`config.mk`:
```
export PLATFORM = sky130hd
export DESIGN_NAME = divider_multicycle_arbiter
export DESIGN_NICKNAME = d
export VERILOG_FILES = /design/src/rtl/divider_multicycle_arbiter.sv
export SDC_FILE = /design/constraint.sdc
export NUM_CORES = 1
export LEC_CHECK = 0
export CAP_MARGIN = 30
export CORE_AREA = 4 4 258 260
export CTS_BUF_LIST = sky130_fd_sc_hd__clkbuf_8
export DETAILED_ROUTE_END_ITERATION = 6
export DIE_AREA = 0 0 262 264
export MAX_ROUTING_LAYER = met4
export PLACE_DENSITY = 0.45
export SLEW_MARGIN = 20
export SYNTH_ARGS = -nofsm -noshare
export SYNTH_HDL_FRONTEND = slang
export SYNTH_SLANG_ARGS = --single-unit
```
`constraint.sdc`:
```
create_clock -name clk -period 2.8 [get_ports clk]
set_input_delay 0.28 -clock clk [delete_from_list [all_inputs] [get_ports clk]]
set_output_delay 0.28 -clock clk [all_outputs]
set_load 0.005 [all_outputs]
```
`src/rtl/divider_multicycle_arbiter.sv`:
```
// rtl/divider_multicycle_arbiter.sv - round-robin sharing of one multicycle divider among NUM_PORTS requesters
module divider_multicycle_arbiter #(
  parameter int NUM_PORTS       = 4,
  parameter int DIVIDEND_WIDTH  = 32,
  parameter int DIVISOR_WIDTH   = 32,
  parameter int QUOTIENT_WIDTH  = DIVIDEND_WIDTH,
  parameter int REMAINDER_WIDTH = DIVISOR_WIDTH,
  localparam int ID_WIDTH       = (NUM_PORTS > 1) ? $clog2(NUM_PORTS) : 1
) (
  input  logic                                  rst,
  input  logic                                  clk,
  input  logic                                  cke,
  input  logic [NUM_PORTS*DIVIDEND_WIDTH-1:0]   s_dividend,
  input  logic [NUM_PORTS*DIVISOR_WIDTH-1:0]    s_divisor,
  input  logic [NUM_PORTS-1:0]                  s_valid,
  output logic [NUM_PORTS-1:0]                  s_ready,
  output logic [NUM_PORTS*QUOTIENT_WIDTH-1:0]   m_quotient,
  output logic [NUM_PORTS*REMAINDER_WIDTH-1:0]  m_remainder,
  output logic [NUM_PORTS-1:0]                  m_valid,
  input  logic [NUM_PORTS-1:0]                  m_ready,
  output logic [DIVIDEND_WIDTH-1:0]             div_s_dividend,
  output logic [DIVISOR_WIDTH-1:0]              div_s_divisor,
  output logic                                  div_s_valid,
  input  logic                                  div_s_ready,
  input  logic [QUOTIENT_WIDTH-1:0]             div_m_quotient,
  input  logic [REMAINDER_WIDTH-1:0]            div_m_remainder,
  input  logic                                  div_m_valid,
  output logic                                  div_m_ready,
  output logic                                  busy,
  output logic [ID_WIDTH-1:0]                   owner
);

  typedef enum logic [1:0] {IDLE, ISSUE, WAIT} state_t;

  state_t                      state;
  state_t                      state_next;
  logic [ID_WIDTH-1:0]         rr_ptr;
  logic [ID_WIDTH-1:0]         rr_next;
  logic [DIVIDEND_WIDTH-1:0]   dividend_reg;
  logic [DIVISOR_WIDTH-1:0]    divisor_reg;
  logic                        grant_found;
  logic [ID_WIDTH-1:0]         grant_idx;
  logic [DIVIDEND_WIDTH-1:0]   sel_dividend;
  logic [DIVISOR_WIDTH-1:0]    sel_divisor;
  logic                        owner_ready;

  // Scan from rr_ptr upward with an explicit wrap so non-power-of-2 port counts work.
  always_comb begin : grant_scan
    int idx;
    grant_found = 1'b0;
    grant_idx   = '0;
    idx         = 0;
    for (int k = 0; k < NUM_PORTS; k++) begin
      idx = int'(rr_ptr) + k;
      if (idx >= NUM_PORTS) idx = idx - NUM_PORTS;
      for (int j = 0; j < NUM_PORTS; j++) begin
        if (!grant_found && (j == idx) && s_valid[j]) begin
          grant_found = 1'b1;
          grant_idx   = ID_WIDTH'(j);
        end
      end
    end
  end

  assign rr_next = (grant_idx == ID_WIDTH'(NUM_PORTS - 1)) ? '0 : grant_idx + 1'b1;

  always_comb begin
    sel_dividend = '0;
    sel_divisor  = '0;
    owner_ready  = 1'b0;
    for (int k = 0; k < NUM_PORTS; k++) begin
      if (grant_idx == ID_WIDTH'(k)) begin
        sel_dividend = s_dividend[k*DIVIDEND_WIDTH +: DIVIDEND_WIDTH];
        sel_divisor  = s_divisor[k*DIVISOR_WIDTH +: DIVISOR_WIDTH];
      end
      if (owner == ID_WIDTH'(k)) owner_ready = m_ready[k];
    end
  end

  always_ff @(posedge clk) begin
    if (rst) begin
      state        <= IDLE;
      rr_ptr       <= '0;
      owner        <= '0;
      dividend_reg <= '0;
      divisor_reg  <= '0;
    end else if (cke) begin
      state <= state_next;
      if (state == IDLE && grant_found) begin
        dividend_reg <= sel_dividend;
        divisor_reg  <= sel_divisor;
        owner        <= grant_idx;
        rr_ptr       <= rr_next;
      end
    end
  end

  // Outputs are forced low while rst is high so nothing leaks before the reset edge.
  always_comb begin
    state_next  = state;
    s_ready     = '0;
    m_valid     = '0;
    div_s_valid = 1'b0;
    div_m_ready = 1'b0;
    if (!rst) begin
      case (state)
        IDLE: begin
          if (cke && grant_found) begin
            state_next = ISSUE;
            for (int k = 0; k < NUM_PORTS; k++) s_ready[k] = (grant_idx == ID_WIDTH'(k));
          end
        end
        ISSUE: begin
          div_s_valid = 1'b1;
          if (div_s_ready) state_next = WAIT;
        end
        WAIT: begin
          for (int k = 0; k < NUM_PORTS; k++) m_valid[k] = div_m_valid && (owner == ID_WIDTH'(k));
          div_m_ready = owner_ready;
          if (div_m_valid && owner_ready) state_next = IDLE;
        end
        default: state_next = IDLE;
      endcase
    end
  end

  assign busy           = !rst && (state != IDLE);
  assign div_s_dividend = dividend_reg;
  assign div_s_divisor  = divisor_reg;
  assign m_quotient     = {NUM_PORTS{div_m_quotient}};
  assign m_remainder    = {NUM_PORTS{div_m_remainder}};

endmodule

```
==> results.tsv <==
stage	metric	value	unit
cts	H-Tree Level Count	3	
critical_path	WP buf/inv	4	
sta	final hold viol count	0	
sta	Final Critical Period	2.73	ns
cts	Worst-path clk slew	0.10	ns
layout	share of layout cells above drive strength 1	0.127	
critical_path	max incr delay on CP	0.50	ns
min_path	hold path depth	3	
pwr	Static Leak	3.51	nW
grt	antenna violations before repair	10	
critical_path	Crit path max-delay family	buffers and inverters	
route	drt pass-1 iters	5	
sta	Setup TNS	0	ns
sta	Final Cycle Share	0.977	
logic_synthesis	Top FF cell, synth	dfxtp_1	
sta	hold_ws	0.265	ns
die	core footprint	64100	µm²
critical_path	crit-path cells	clkdlybuf4s50_1 -> nor2b_1 -> nor3b_1 -> o22a_1 -> buf_4 -> ha_4 -> buf_4 -> and2_1 -> clkdlybuf4s50_1	
critical_path	CP Capture Type	output pin	
min_path	Hold Path Sink	owner[0]	
logic_synthesis	top cells by area, synth	buf_4 (28%), dfxtp_1 (21%), a221oi_1 (8.2%)	
pwr	pwr dens	476	nW/µm²
cts	clock tree buffer depth	2	
route	vias per cell	3.64	
die	row count	93	
cts	Hold Buf Count CTS	0	
route	met3 WL	3340	µm
cts	TritonCTS clock tree	built	
die	IO Pins	666	
sta	unrepaired setup endpoints after global routing	true	
cts	Worst-Skew Late Latency	0.42	ns
place	number of buffers inserted by port buffering	345	
grt	GR Util All Layers	0.103	
critical_path	critical path arrival	2.45	ns
min_path	min-delay src	rst	
route	total number of vias	6801	
grt	total global routing overflow	0	
logic_synthesis	yosys warns	0	
logic_synthesis	asr flop ratio synth	0	
critical_path	r2r setup slk	0.18	ns
logic_synthesis	#FFs+latches synth	70	
logic_synthesis	Syn Area/Cell	7.59	µm²
sta	final-report max-slew violation count	0	
route	top layer in use	met4	
logic_synthesis	cell with the most instances after synthesis	buf_4	
logic_synthesis	Synth area leader	buf_4	
cts	# clock sinks	70	
critical_path	CP required	2.52	ns
critical_path	CP max-delay cell	clkdlybuf4s50_1	
logic_synthesis	Mapped Cells	899	
logic_synthesis	synthesized area	6820	µm²
sta	worst slew pin tran	0.719	ns
route	drc violations	0	
die	Die Y	264	µm
logic_synthesis	leading cell types by count after synthesis	buf_4 (257), dfxtp_1 (70), a211oi_1 (66), a21oi_1 (66), inv_1 (66)	
route	Post-DRT Antenna Nets	0	
die	Die X	262	µm
job	Max-Cap Viols	0	
route	routed length per placed instance	19.7	µm
place	Final HPWL DP	29700	µm
critical_path	CP Max Fanout	8	
cts	Root Buffer	clkbuf_8	
die	Initial Util	0.106	
grt	first-pass GRT wire length	49300	µm
critical_path	Reg2Reg Depth	12	
grt	largest net degree at the start of global routing	67	
die	Die ar.	69200	µm²
logic_synthesis	Yosys cell types	34	
logic_synthesis	top cell type's share of synthesized area	0.283	
min_path	Hold Path Class	in2reg	
status	status	complete, no violations	
logic_synthesis	syn_nets	1236	
pwr	maximum vdd drop	0.000177	V
place	GP Congestion	1.01	
route	drt initial violations	414	
critical_path	r2r endpoint	div_s_dividend[2]	
critical_path	CP Class	in2out	
sta	slew margin rel.	0.521	
critical_path	Worst Setup Start Kind	input pin	
grt	vias in the first global route	7193	
route	met1 wire length	14100	µm
sta	Setup Skew	0.0145	ns
cts	TritonCTS buffer count	9	
sta	final count of negative-setup-slack endpoints	0	
route	WL met2	16800	µm
logic_synthesis	Post-synth EDFFs	0	
layout	# nets final	1340	
layout	Area growth, synth to finish	47.8	%
route	Post-Route WL	36800	µm
sta	FMAX	0.366	GHz
critical_path	Critical R2R Launch	rr_ptr[1]	
logic_synthesis	post-synthesis sequential area ratio	0.205	
==> worst max path at each step <==
stage          startpoint                end  cells after the start
6_report       s_valid[0]         s_ready[1]                      9
5_1_grt        s_valid[0]         s_ready[0]                      9
4_1_cts         rr_ptr[0]         s_ready[1]                      8
3_5_place_dp   s_valid[0]  div_s_divisor[14]                     12
3_3_place_gp   s_valid[2]  div_s_dividend[2]                     12
2_1_floorplan   rr_ptr[1]  div_s_divisor[22]                     10
==> flip-flops by register name (all words and copies together), names as in the netlist <==
signal	count
div_s_dividend	32
div_s_divisor	32
owner	2
rr_ptr	2
state	2
==> worst reg2reg max path: stages, from the launching register on <==
cell      delay (ns)
dfxtp_2         0.38
a21oi_1         0.07
o32ai_1         0.28
buf_4           0.20
inv_1           0.08
buf_4           0.14
ha_4            0.15
buf_4           0.17
buf_12          0.17
a221oi_1        0.48
buf_4           0.22
a211oi_1        0.05
nor3_2          0.16
==> cells in the final DEF (no fill, tap or decap), types with 10 or more instances in the layout <==
cell             Yosys  layout
buf_12               0      10
nor3_2              10      10
buf_4              257      67
a21oi_1             66      66
nor2_1              61      60
nor3_1              55      55
clkdlybuf4s50_1      0     344
dfxtp_1             70      68
inv_1               66      66
a211oi_1            66      66
a221oi_1            64      63
nand3b_1            65      65
==> kinds of logic after synthesis <==
| logic type | share of synthesized area |
|---|---|
| DFF | 0.205 |
| and+or+nand+nor | 0.202 |
| AOI/OAI and AO/OA | 0.210 |
| adders and majority gates | 0.00734 |
| muxes | 0.00495 |
| buffers and inverters | 0.371 |
==> routing by layer <==
metal  vias up  global-route usage
met5         -                   -
met4         0              0.0779
met3       158              0.0311
met2       497               0.164
met1      3046               0.108
li1       3100                   -
==> what timing repair did <==
item	CTS	global route
resized for setup	1	3
setup buffers	1	2
pin swaps	2	1
setup endpoints to repair	2	5
==> layout make-up <==
| class | count | area [µm²] |
|---|---|---|
| clock inverter | 7 | 123 |
| antenna | 5 | 12.5 |
| multi-input combinational | 435 | 2950 |
| sequential | 70 | 1400 |
| fill | 7182 | 54000 |
| timing repair buffer | 421 | 4150 |
| tap | 855 | 1070 |
| clock buffer | 9 | 124 |
| inverter | 66 | 248 |
==> metrics by stage <==
stage	area (µm²)	power, W	setup slack (ns)	cells	util
after floorplan	6820	0.00260	0.711	899	-
after global placement	9790	0.00369	-0.231	1844	0.153
after detailed placement	9790	0.00370	-0.274	1844	0.153
after CTS	10000	0.00494	0.00898	1861	0.157
after global routing	10100	0.00515	-0.0287	1867	0.157
final	10100	0.00480	0.0653	1868	0.157
==> report_power, final <==
part	internal, W	switching, W	total, W
clock network	0.000595	0.000546	0.00114
registers	0.00114	0.0000933	0.00123
logic	0.00129	0.00114	0.00243
total	0.00302	0.00178	0.00480
No activity file was read; power rests on OpenSTA's default activity.
